<file path="src/rtl/magnitude_comparator_serial.sv">
// ============================================================================
// magnitude_comparator_serial: compares two WIDTH-bit operands DIGIT bits per
// cycle, MSB slice first, with early exit; unsigned or two's-complement.
// Revision: 1.0
// ============================================================================
`default_nettype none

module magnitude_comparator_serial #(
  parameter int WIDTH = 8,
  parameter int DIGIT = 2
) (
  input  logic             clk,
  input  logic             rst_n,
  input  logic             start,
  input  logic [WIDTH-1:0] a,
  input  logic [WIDTH-1:0] b,
  input  logic             signed_mode,
  output logic             busy,
  output logic             done,
  output logic             a_greater,
  output logic             equal,
  output logic             b_greater
);

  localparam int NSLICE = WIDTH / DIGIT;
  localparam int IDXW   = (NSLICE > 1) ? $clog2(NSLICE) : 1;
  localparam logic [IDXW-1:0] IDX_TOP = IDXW'(NSLICE - 1);

  generate
    if (DIGIT < 1 || WIDTH < DIGIT || (WIDTH % DIGIT) != 0) begin : g_param_check
      $error("magnitude_comparator_serial: WIDTH must be a non-zero multiple of DIGIT");
    end
  endgenerate

  typedef enum logic [1:0] {
    S_IDLE    = 2'd0,
    S_COMPARE = 2'd1,
    S_DONE    = 2'd2
  } state_t;

  state_t            state_q, state_d;
  logic [WIDTH-1:0]  a_q, a_d;
  logic [WIDTH-1:0]  b_q, b_d;
  logic [IDXW-1:0]   idx_q, idx_d;
  logic              a_gt_q, a_gt_d;
  logic              eq_q, eq_d;
  logic              b_gt_q, b_gt_d;

  logic [DIGIT-1:0]  a_slice [NSLICE];
  logic [DIGIT-1:0]  b_slice [NSLICE];
  logic [DIGIT-1:0]  cur_a, cur_b;
  logic [WIDTH-1:0]  msb_flip;

  generate
    for (genvar g = 0; g < NSLICE; g++) begin : g_slice
      assign a_slice[g] = a_q[g*DIGIT +: DIGIT];
      assign b_slice[g] = b_q[g*DIGIT +: DIGIT];
    end
  endgenerate

  assign cur_a = a_slice[idx_q];
  assign cur_b = b_slice[idx_q];

  always_comb begin
    state_d  = state_q;
    a_d      = a_q;
    b_d      = b_q;
    idx_d    = idx_q;
    a_gt_d   = a_gt_q;
    eq_d     = eq_q;
    b_gt_d   = b_gt_q;
    // Offset-binary: flipping both sign bits lets signed compare reuse unsigned slices
    msb_flip = '0;
    msb_flip[WIDTH-1] = signed_mode;

    case (state_q)
      S_IDLE, S_DONE: begin
        if (start) begin
          state_d = S_COMPARE;
          a_d     = a ^ msb_flip;
          b_d     = b ^ msb_flip;
          idx_d   = IDX_TOP;
        end else begin
          state_d = S_IDLE;
        end
      end
      S_COMPARE: begin
        if (cur_a != cur_b) begin
          state_d = S_DONE;
          a_gt_d  = (cur_a > cur_b);
          eq_d    = 1'b0;
          b_gt_d  = (cur_a < cur_b);
        end else if (idx_q == '0) begin
          state_d = S_DONE;
          a_gt_d  = 1'b0;
          eq_d    = 1'b1;
          b_gt_d  = 1'b0;
        end else begin
          idx_d   = idx_q - 1'b1;
        end
      end
      default: state_d = S_IDLE;
    endcase
  end

  always_ff @(posedge clk) begin
    if (!rst_n) begin
      state_q <= S_IDLE;
      a_q     <= '0;
      b_q     <= '0;
      idx_q   <= '0;
      a_gt_q  <= 1'b0;
      eq_q    <= 1'b0;
      b_gt_q  <= 1'b0;
    end else begin
      state_q <= state_d;
      a_q     <= a_d;
      b_q     <= b_d;
      idx_q   <= idx_d;
      a_gt_q  <= a_gt_d;
      eq_q    <= eq_d;
      b_gt_q  <= b_gt_d;
    end
  end

  assign busy      = (state_q == S_COMPARE);
  assign done      = (state_q == S_DONE);
  assign a_greater = a_gt_q;
  assign equal     = eq_q;
  assign b_greater = b_gt_q;

endmodule

`default_nettype wire
</file>
<file path="config.mk">
export PLATFORM = sky130hd
export DESIGN_NAME = magnitude_comparator_serial
export DESIGN_NICKNAME = d
export VERILOG_FILES = /design/src/rtl/magnitude_comparator_serial.sv
export SDC_FILE = /design/constraint.sdc
export NUM_CORES = 1
export LEC_CHECK = 0
export CELL_PAD_IN_SITES_DETAIL_PLACEMENT = 0
export CELL_PAD_IN_SITES_GLOBAL_PLACEMENT = 2
export CORE_MARGIN = 4
export CORE_UTILIZATION = 29
export CTS_BUF_LIST = sky130_fd_sc_hd__clkbuf_8
export DETAILED_ROUTE_END_ITERATION = 12
export PLACE_DENSITY_LB_ADDON = 0.1
export SETUP_SLACK_MARGIN = 0.5
export SYNTH_ARGS = -nofsm -noshare
export SYNTH_HDL_FRONTEND = slang
export SYNTH_SLANG_ARGS = --single-unit
</file>
<file path="constraint.sdc">
create_clock -name clk -period 2.96 [get_ports clk]
set_input_delay 0.296 -clock clk [delete_from_list [all_inputs] [get_ports clk]]
set_output_delay 0.296 -clock clk [all_outputs]
set_load 0.01 [all_outputs]
</file>
==> impl_results.md <==
* Pleak at 0.485 nW
* Pwr Total at 0.686 mW
* DR vias at 850
* Starting Density at 0.298
* Final wirelength at between 2000 and 2500 um
* Grt ovf at 0
* Net Sw Power at around 0.18 mW
* CTS tree: built
* Worst Tran Pin Value at 721 ps
* PD cells at 523 nW/um2
* Hold_buf cts at 0
* Max-Slew Margin vs Limit at 0.519
* Status: finished clean
* Diode count at 0
* Yosys reg bits at 23
* Inst Count DP at 176
* Final Max Tran Viols at 0
* CTS sink cnt at 23
* Crit path DAT at ~2400 ps
* # setup viols final at 0
* RSZ-0062 raised after global routing: no
* CTS max path bufs at 2
* CTS Buf Count at 3
* Pre-CTS setup slack at about 740 ps
* Global-route wire length before repair at 3800 um
* Clk network pwr share at 0.280
* Sequential share of the synthesized area at 0.462
* Syn Inst Count at 112
* Fmax at 446 MHz
* Overall routing resource usage at 0.112
* Largest net degree at the start of global routing at 23
* Final period utilization at 0.758
* WS Path Type: register to register
* Via density at roughly 4.7
* Reg2reg setup slack at 720 ps
* Clk_lat worst skew at 260 ps
* Setup TNS at 0 ps
* Row cnt at 21
* Final net count at roughly 160
* Die height at between 60 and 70 um
* Post-synth design cell area at 996 um2
* Max VDD drop at 0.000311 V
* # Post-CTS Setup Buffers at 0
* Worst hold margin at 459 ps
* Wire length per cell at around 12 um
* Clock skew at ~1.2 ps
* CP startpoint kind: register
* GP Congestion at between 0.7 and 0.8
* CTS root buffer: clkbuf_8
* Post-Syn Nets at around 140
* Multi-input gate area at a little under 500 um2
* Area of the core at ~3300 um2
* Int Pwr at 0.502 mW
* Mapped Avg Cell Area at between 8 and 9 um2
* WP data required at 3150 ps
* I/O pins at 25
* Synth warnings at 0
* Post-cts resize count at 0
* IO Port Bufs at 24
* DR DRC count at 0
* Max-cap violations at 0
* Vias in the first global route at 874
* Async SR Flop Fraction at 0
* Dominant synthesized flop cell: dfxtp_1
* Final WS setup at 717 ps
* Initial antenna violation count at 0
* Post-synth EDFFs at 0
* # fillers at 349
* Sequential Power Share at 0.512
* Final Hold Viols at 0
* Worst hold path class: register to register
* Die ar. at about 4400 um2
* Initial drt markers at 21
* Synth cell types at 20
* Share of layout cells above drive strength 1 at 0.0522
* CP Capture Type: register
* Final ANT Viol Nets at 0
* Detail Placement HPWL at 1560 um
* Clk slew on worst S/H paths at 80 ps
* Crit-path max FO at 7
* Logic pwr share at 0.208
* Area grow syn2layout at 31.7%
* Pre-Repair DR Iteration Count at 4
* Die W at 66.6 um
* Post-Layout Cell Count at 180
* Period minus WS final at 2240 ps
* Sw Ratio at 0.268
* Sequential cell area at about 460 um2
* H-Tree Depth at 1
==> cell usage after synthesis, drive strengths merged (2+ instances only) <==
cell type | number | area share
a21oi | 17 | 0.085
nand2b | 2 | 0.013
o21ai | 2 | 0.010
a211oi | 7 | 0.053
mux4 | 4 | 0.090
clkbuf | 2 | 0.0075
ha | 3 | 0.038
nor2b | 2 | 0.013
buf | 4 | 0.020
inv | 6 | 0.023
xnor2 | 2 | 0.018
dfxtp | 23 | 0.46
nor3 | 2 | 0.010
nor2 | 2 | 0.0075
nand2 | 29 | 0.11
==> critical path, cell delays in order, from the launching register on <==
cell and delay, ps:
dfxtp_1 520, mux4_2 560, ha_1 340, nor2b_1 150, or4b_1 490, a21oi_1 120
==> power by group through the flow <==
| stage | clock network (mW) | registers [mW] | logic [mW] |
|---|---|---|---|
| CTS | 0.200 | 0.352 | 0.145 |
| detailed placement | 0 | 0.359 | 0.144 |
| global route | 0.211 | 0.356 | 0.162 |
| global placement | 0 | 0.359 | 0.144 |
| finish | 0.192 | 0.351 | 0.142 |
| floorplan | 0 | 0.351 | 0.0937 |
==> per-layer routing <==
metal / share of wire / vias up / global-route usage
met3: 0.041 / 5 / 0.0422
met2: 0.47 / 17 / 0.191
met1: 0.47 / 398 / 0.129
met4: 0.016 / 0 / 0.0305
li1: - / 430 / -
met5: 0 / - / 0
==> per-stage QoR <==
step	util	cell area, um2
global route	0.393	1310
detailed placement	0.379	1270
floorplan	-	996
finish	0.393	1310
CTS	0.393	1310
global placement	0.379	1270
==> kinds of logic (layout without fill, tap and decap cells) <==
family | after synthesis | count (layout) | synth area share
AO/OA/AOI/OAI | 28 | 28 | 0.163
XOR/XNOR | 2 | 2 | 0.0176
adder cells (fa/ha/maj) | 3 | 3 | 0.0377
buffers and inverters | 12 | 34 | 0.0503
flip-flops | 23 | 23 | 0.462
multiplexers | 4 | 4 | 0.0905
AND/OR/NAND/NOR | 40 | 40 | 0.178
==> cell usage in the layout (no fill, tap or decap) <==
cell type        count
a211oi_1             7
a21oi_1             17
and2b_1              1
and3b_1              1
clkbuf_8             3
clkdlybuf4s50_1     24
dfxtp_1             23
ha_1                 3
inv_1                7
mux4_2               4
nand2_1             29
nand2b_1             2
nor2_1               2
nor2b_1              2
nor3_1               2
o211ai_1             1
o21a_1               1
o21ai_0              2
or4b_1               1
xnor2_1              2
==> state kept, by name (all words and copies together), names as in the netlist <==
name       flops
b_greater      1
a_greater      1
b_q            8
equal          1
a_q            8
idx_q          2
state_q        2
==> final timing paths <==
path	startpoint	to	cells after the start
worst min register to register	a_q[6]	a_q[6]	2
worst max register to register	idx_q[0]	b_greater	5
worst max-delay path	idx_q[0]	b_greater	5
worst min-delay path	a_q[6]	a_q[6]	2
==> layout make-up <==
| cell class | instances | share of cell area |
|---|---|---|
| multi-input cells | 77 | 0.370 |
| flip-flops and latches | 23 | 0.351 |
| repair buffers | 24 | 0.183 |
| well taps | 46 | 0.0439 |
| clock buffers | 3 | 0.0315 |
| inverters | 6 | 0.0172 |
| clock inverters | 1 | 0.00286 |
Power figures use the tool's default switching activity.
==> variant 1: new RTL, same flow settings <==
`b_q` no longer has a reset.
--- a/src/rtl/magnitude_comparator_serial.sv
+++ b/src/rtl/magnitude_comparator_serial.sv
@@ -108,5 +108,4 @@
       state_q <= S_IDLE;
       a_q     <= '0;
-      b_q     <= '0;
       idx_q   <= '0;
       a_gt_q  <= 1'b0;
@@ -116,5 +115,4 @@
       state_q <= state_d;
       a_q     <= a_d;
-      b_q     <= b_d;
       idx_q   <= idx_d;
       a_gt_q  <= a_gt_d;
@@ -122,4 +120,8 @@
       b_gt_q  <= b_gt_d;
     end
+  end
+
+  always_ff @(posedge clk) begin
+    b_q <= b_d;
   end
 
Check against the original RTL: no difference found for any inputs over 10 cycles, from zero or initial values and one cycle with rst_n low; that may be too few to reach the edited logic, so the function may still have changed.
==> variant 1 against the original RTL <==
  * Worst setup slack improved by 0.0011 ns
  * Total power fell by 1.3%
  * Sequential cell count did not move
  * Cell area fell by 0.76%
  * Largest power group unchanged
  * Wire length fell by 12%
  * Sequential power rose by 4%
  * Critical endpoint unchanged
  * Area after synthesis fell by 1.0%
  * Sequential share of layout area rose by 6.4 points
==> variant 1: results (changes against the original RTL) <==
[setup_path]
crit_slowest_cell = mux4_2  ; unchanged
rr_worst_depth = 5  ; unchanged
rrSetupSlack_ns = 0.72  ; about the same

[grt]
use_met1_pct = 10.83  ; was 12.93%
grt_start_max_net_pins = 21  ; was 23
grt_pass1_wl_um = 2987  ; was 3801 um
use_met3_pct = 4.252  ; was 4.216%
grt_pass1_vias = 646  ; was 874
gr-usage-met2_pct = 15.12  ; was 19.06%

[synth]
yosysUniqueCellTypes = 26  ; was 20
synth_nets = 110  ; was 135
yosys-top-cells-count = 15 x dfxtp_1, 15 x nand2_1, 10 x a21oi_1  ; was 29 x nand2_1, 23 x dfxtp_1, 17 x a21oi_1
synth_edf_count = 8  ; was 0
seq_area_frac_synth_pct = 54.82  ; was 46.23%

[routing]
viasPerCell = 4.510  ; was 4.722
wl_um = 1912  ; was 2161 um
initialDrtViolationCount = 33  ; was 21

[hold_path]
min_to = a_q[3]$_SDFFE_PN0P_  ; was a_q[6]$_SDFFE_PN0P_
worstHoldStart = a_q[3]$_SDFFE_PN0P_  ; was a_q[6]$_SDFFE_PN0P_

[outcome]
status = complete, no violations  ; unchanged

[layout]
drive_above_1_share_pct = 9.910  ; was 5.224%
fin_cells = 155  ; was 180
layout.nets = 135  ; was 158

[timing]
worstMarginPinSlew_ns = 0.4931  ; was 0.7208 ns
holdWs_ns = 0.4556  ; was 0.4589 ns
skew_ns = 0.008545  ; was 0.001213 ns

[place]
hpwl_um = 1443  ; was 1556 um
gp_congestion = 0.7087  ; was 0.7337
dp_cells = 151  ; was 176

[pwr]
clkPwrFrac_pct = 28.3  ; was 28.0%
p_leak_nw = 0.4767  ; was 0.4845 nW
intPower_w = 0.0005111  ; was 0.0005016 W

[cts]
clk_pin_slew_ns = 0.08  ; about the same

[variant 1: cell type report]
cell class	count	area [um2]
sequential	23	540.5
timing repair buffer	24	240.2
tap	44	55.05
clock buffer	3	41.29
fill	338	1852
inverter	7	26.28
clock inverter	1	3.754
multi-input combinational	53	394.1
[variant 1: metrics by stage]
stage | setup WS, ns | instance area (um2) | util, % | power [W]
floorplan | 0.8702 | 985.9 | - | 0.0004440
global placement | 0.7486 | 1256 | 39.84 | 0.0004932
detailed placement | 0.7180 | 1256 | 39.84 | 0.0004954
CTS | 0.6908 | 1301 | 41.27 | 0.0006852
global route | 0.6031 | 1301 | 41.27 | 0.0007125
finish | 0.7184 | 1301 | 41.27 | 0.0006770
[variant 1: cell families after synthesis]
logic type	Yosys count	synth area share (%)
compound gates	20	12.69
fa+ha+maj	3	3.808
buf+inv	11	5.202
mux	4	9.137
xor+xnor	2	1.777
flops	23	54.82
simple gates	24	12.56
[variant 1: per-layer routing]
layer,wire length (um),vias up
li1,-,357
met2,905,15
met4,13,0
met5,0,-
met3,98,2
met1,894,325
[variant 1: critical path, delay by kind of cell (launching register included)]
kind                       cells  cell delay, ns
and+or+nand+nor                2            0.63
muxes                          1            0.55
DFF                            1            0.54
adders and majority gates      1            0.33
AOI/OAI and AO/OA              1            0.13
[variant 1: worst max path at each step]
stage | to | slack [ns]
after global placement | b_greater$_SDFFE_PN0P_ | 0.75
final | b_greater$_SDFFE_PN0P_ | 0.72
after detailed placement | b_greater$_SDFFE_PN0P_ | 0.72
after CTS | b_greater$_SDFFE_PN0P_ | 0.69
after floorplan | b_greater$_SDFFE_PN0P_ | 0.87
after global routing | b_greater$_SDFFE_PN0P_ | 0.60
[variant 1: power by group through the flow]
| stage | clock (W) | sequential, W | combinational [W] |
|---|---|---|---|
| 5_1_grt | 0.000210 | 0.000368 | 0.000135 |
| 2_1_floorplan | 0 | 0.000367 | 0.0000773 |
| 3_3_place_gp | 0 | 0.000373 | 0.000120 |
| 6_report | 0.000191 | 0.000365 | 0.000121 |
| 3_5_place_dp | 0 | 0.000373 | 0.000122 |
| 4_1_cts | 0.000196 | 0.000366 | 0.000123 |
==> variant 2: new RTL, same settings <==
Without the edit above. Set the parameter `DIGIT` to 8 (it was 2).
--- a/src/rtl/magnitude_comparator_serial.sv
+++ b/src/rtl/magnitude_comparator_serial.sv
@@ -8,5 +8,5 @@
 module magnitude_comparator_serial #(
   parameter int WIDTH = 8,
-  parameter int DIGIT = 2
+  parameter int DIGIT = 8
 ) (
   input  logic             clk,
Formal check against the unedited RTL: not equivalent (a bounded check fails within 4 cycles, from zero or initial values and one cycle with rst_n low).
==> variant 2 against the original RTL <==
  * Wire length down 8.9%
  * Maximum frequency up 32%
  * First-iteration DRC count grew 19%
  * Core utilization rose by 0.44 points
  * Worst setup slack better by 0.55 ns
  * Sequential power shrank 12%
  * Cell area rose by 1.9%
  * Final cell count grew 3.9%
  * Total power down 11%
  * Worst hold slack hardly changed
  * Area after synthesis is 2.0% higher
  * Sequential cell count decreased by 2
  * Non-clock buffer count grew 1
==> variant 2: results (changes against the original RTL) <==
[place]
hpwl_um = 1484  ; was 1556 um
dp_cells = 183  ; was 176
placed_area_mm2 = 0.001291  ; was 0.001266 mm2
place_ws_ns = 1.284  ; was 0.7361 ns
gp_congestion = 0.6984  ; was 0.7337

[setup_path]
cp.arrival_ns = 1.40  ; was 2.44 ns
setup.worst_path.end = busy  ; was b_greater$_SDFFE_PN0P_
path_max_fanout = 4  ; was 7
rrSetupSlack_ns = 1.48  ; was 0.72 ns
timing.rr.start = b_q[1]$_SDFFE_PN0P_  ; was idx_q[0]$_SDFFE_PN0P_
rr_worst_depth = 6  ; was 5
cp_top_family = buffers and inverters  ; was simple AND/OR/NAND/NOR gates
r2r_end = a_greater$_SDFFE_PN0P_  ; was b_greater$_SDFFE_PN0P_
crit_slowest_cell = clkdlybuf4s50_1  ; was mux4_2
startpoint = state_q[1]$_SDFF_PN0_  ; was idx_q[0]$_SDFFE_PN0P_
slowest_delay_ns = 0.51  ; was 0.56 ns

[layout]
n_all_inverters = 9  ; was 6
nMultiInputCombCells = 82  ; was 77
multi_input_area_um2 = 531.8  ; was 485.5 um2
drive_above_1_share_pct = 7.092  ; was 5.224%
final_core_util_pct = 39.73  ; was 39.30%
largestRegisters = a_q: 8 flops, b_q: 8 flops, state_q: 2 flops  ; was a_q: 8 flops, b_q: 8 flops
buffers = 25  ; was 24
seq_share_pct = 31.46  ; was 35.11%
nonClkBufAreaFrac_pct = 18.54  ; was 18.32%
clkCellAreaFrac_pct = 3.371  ; was 3.435%
layout.nets = 170  ; was 158
fillers = 385  ; was 349

[timing]
post-route-period-util_pct = 57.33  ; was 75.77%
skew_ns = 0.001457  ; was 0.001213 ns
max-slew-margin-rel_pct = 56.89  ; was 51.89%

[grt]
grt_pass1_vias = 769  ; was 874
grt_use_total_pct = 9.830  ; was 11.15%
grt_start_max_net_pins = 23  ; unchanged
antenna_found_initial = 0  ; unchanged
grt_pass1_wl_um = 3332  ; was 3801 um

[synth]
yosysUniqueCellTypes = 27  ; was 20
syn_inst = 117  ; was 112
synth_nets = 145  ; was 135
synth_area_leaders = dfxtp_1 41%, nand2_1 13%, ha_1 9.9%  ; was dfxtp_1 46%, nand2_1 11%, mux4_2 9.0%
yosys-top-cells-count = 36 x nand2_1, 21 x dfxtp_1, 8 x ha_1, 8 x inv_1  ; was 29 x nand2_1, 23 x dfxtp_1, 17 x a21oi_1
synth-seq-cells = 21  ; was 23
seq_area_frac_synth_pct = 41.38  ; was 46.23%

[routing]
wl_um = 1969  ; was 2161 um
vias = 804  ; was 850
viasPerCell = 4.299  ; was 4.722
initialDrtViolationCount = 25  ; was 21

[die]
die_w_um = 67.19  ; was 66.61 um

[pwr]
ir_drop_uv = 203.7  ; was 311.0 uV
p_leak_nw = 0.5684  ; was 0.4845 nW

[outcome]
status = complete, no violations  ; unchanged

[variant 2: cell count changes after synthesis, moves of 3 or more]
cell,unedited run,this run
a21oi_1,17,3
a211oi_1,7,0
a21boi_0,0,7
a21boi_1,0,7
nand2_1,29,36
ha_1,3,8
buf_2,4,0
mux4_2,4,0
buf_4,0,3
[variant 2: where the power goes]
group,leakage [nW],switching (W),internal (W),total [W]
Sequential,0.173,0.00000876,0.000300,0.000309
Clock,0.0269,0.0000877,0.0000922,0.000180
Combinational,0.369,0.0000558,0.0000665,0.000122
[variant 2: cell families (layout without fill, tap and decap cells)]
group,after synthesis,in the layout,share of synthesized area (%)
flip-flops,21,21,41.38
AND/OR/NAND/NOR,48,48,21.43
XOR/XNOR,2,2,1.724
AO/OA/AOI/OAI,24,24,19.34
adder cells (fa/ha/maj),8,8,9.853
buffers and inverters,14,38,6.281
[variant 2: per-layer routing]
layer | track usage, % | routed length, um
met4 | 5.316 | 19
met2 | 16.32 | 939
met1 | 11.64 | 908
met5 | 0 | 0
met3 | 2.329 | 102
[variant 2: worst min-delay path by stage]
stage	startpoint	endpoint	slack (ns)
2_1_floorplan	a[0]	a_q[0]$_SDFFE_PN0P_	0.43
3_3_place_gp	a_q[3]$_SDFFE_PN0P_	a_q[3]$_SDFFE_PN0P_	0.45
3_5_place_dp	a_q[0]$_SDFFE_PN0P_	a_q[0]$_SDFFE_PN0P_	0.45
4_1_cts	a_q[0]$_SDFFE_PN0P_	a_q[0]$_SDFFE_PN0P_	0.46
5_1_grt	a_q[0]$_SDFFE_PN0P_	a_q[0]$_SDFFE_PN0P_	0.49
6_report	a_q[2]$_SDFFE_PN0P_	a_q[2]$_SDFFE_PN0P_	0.46
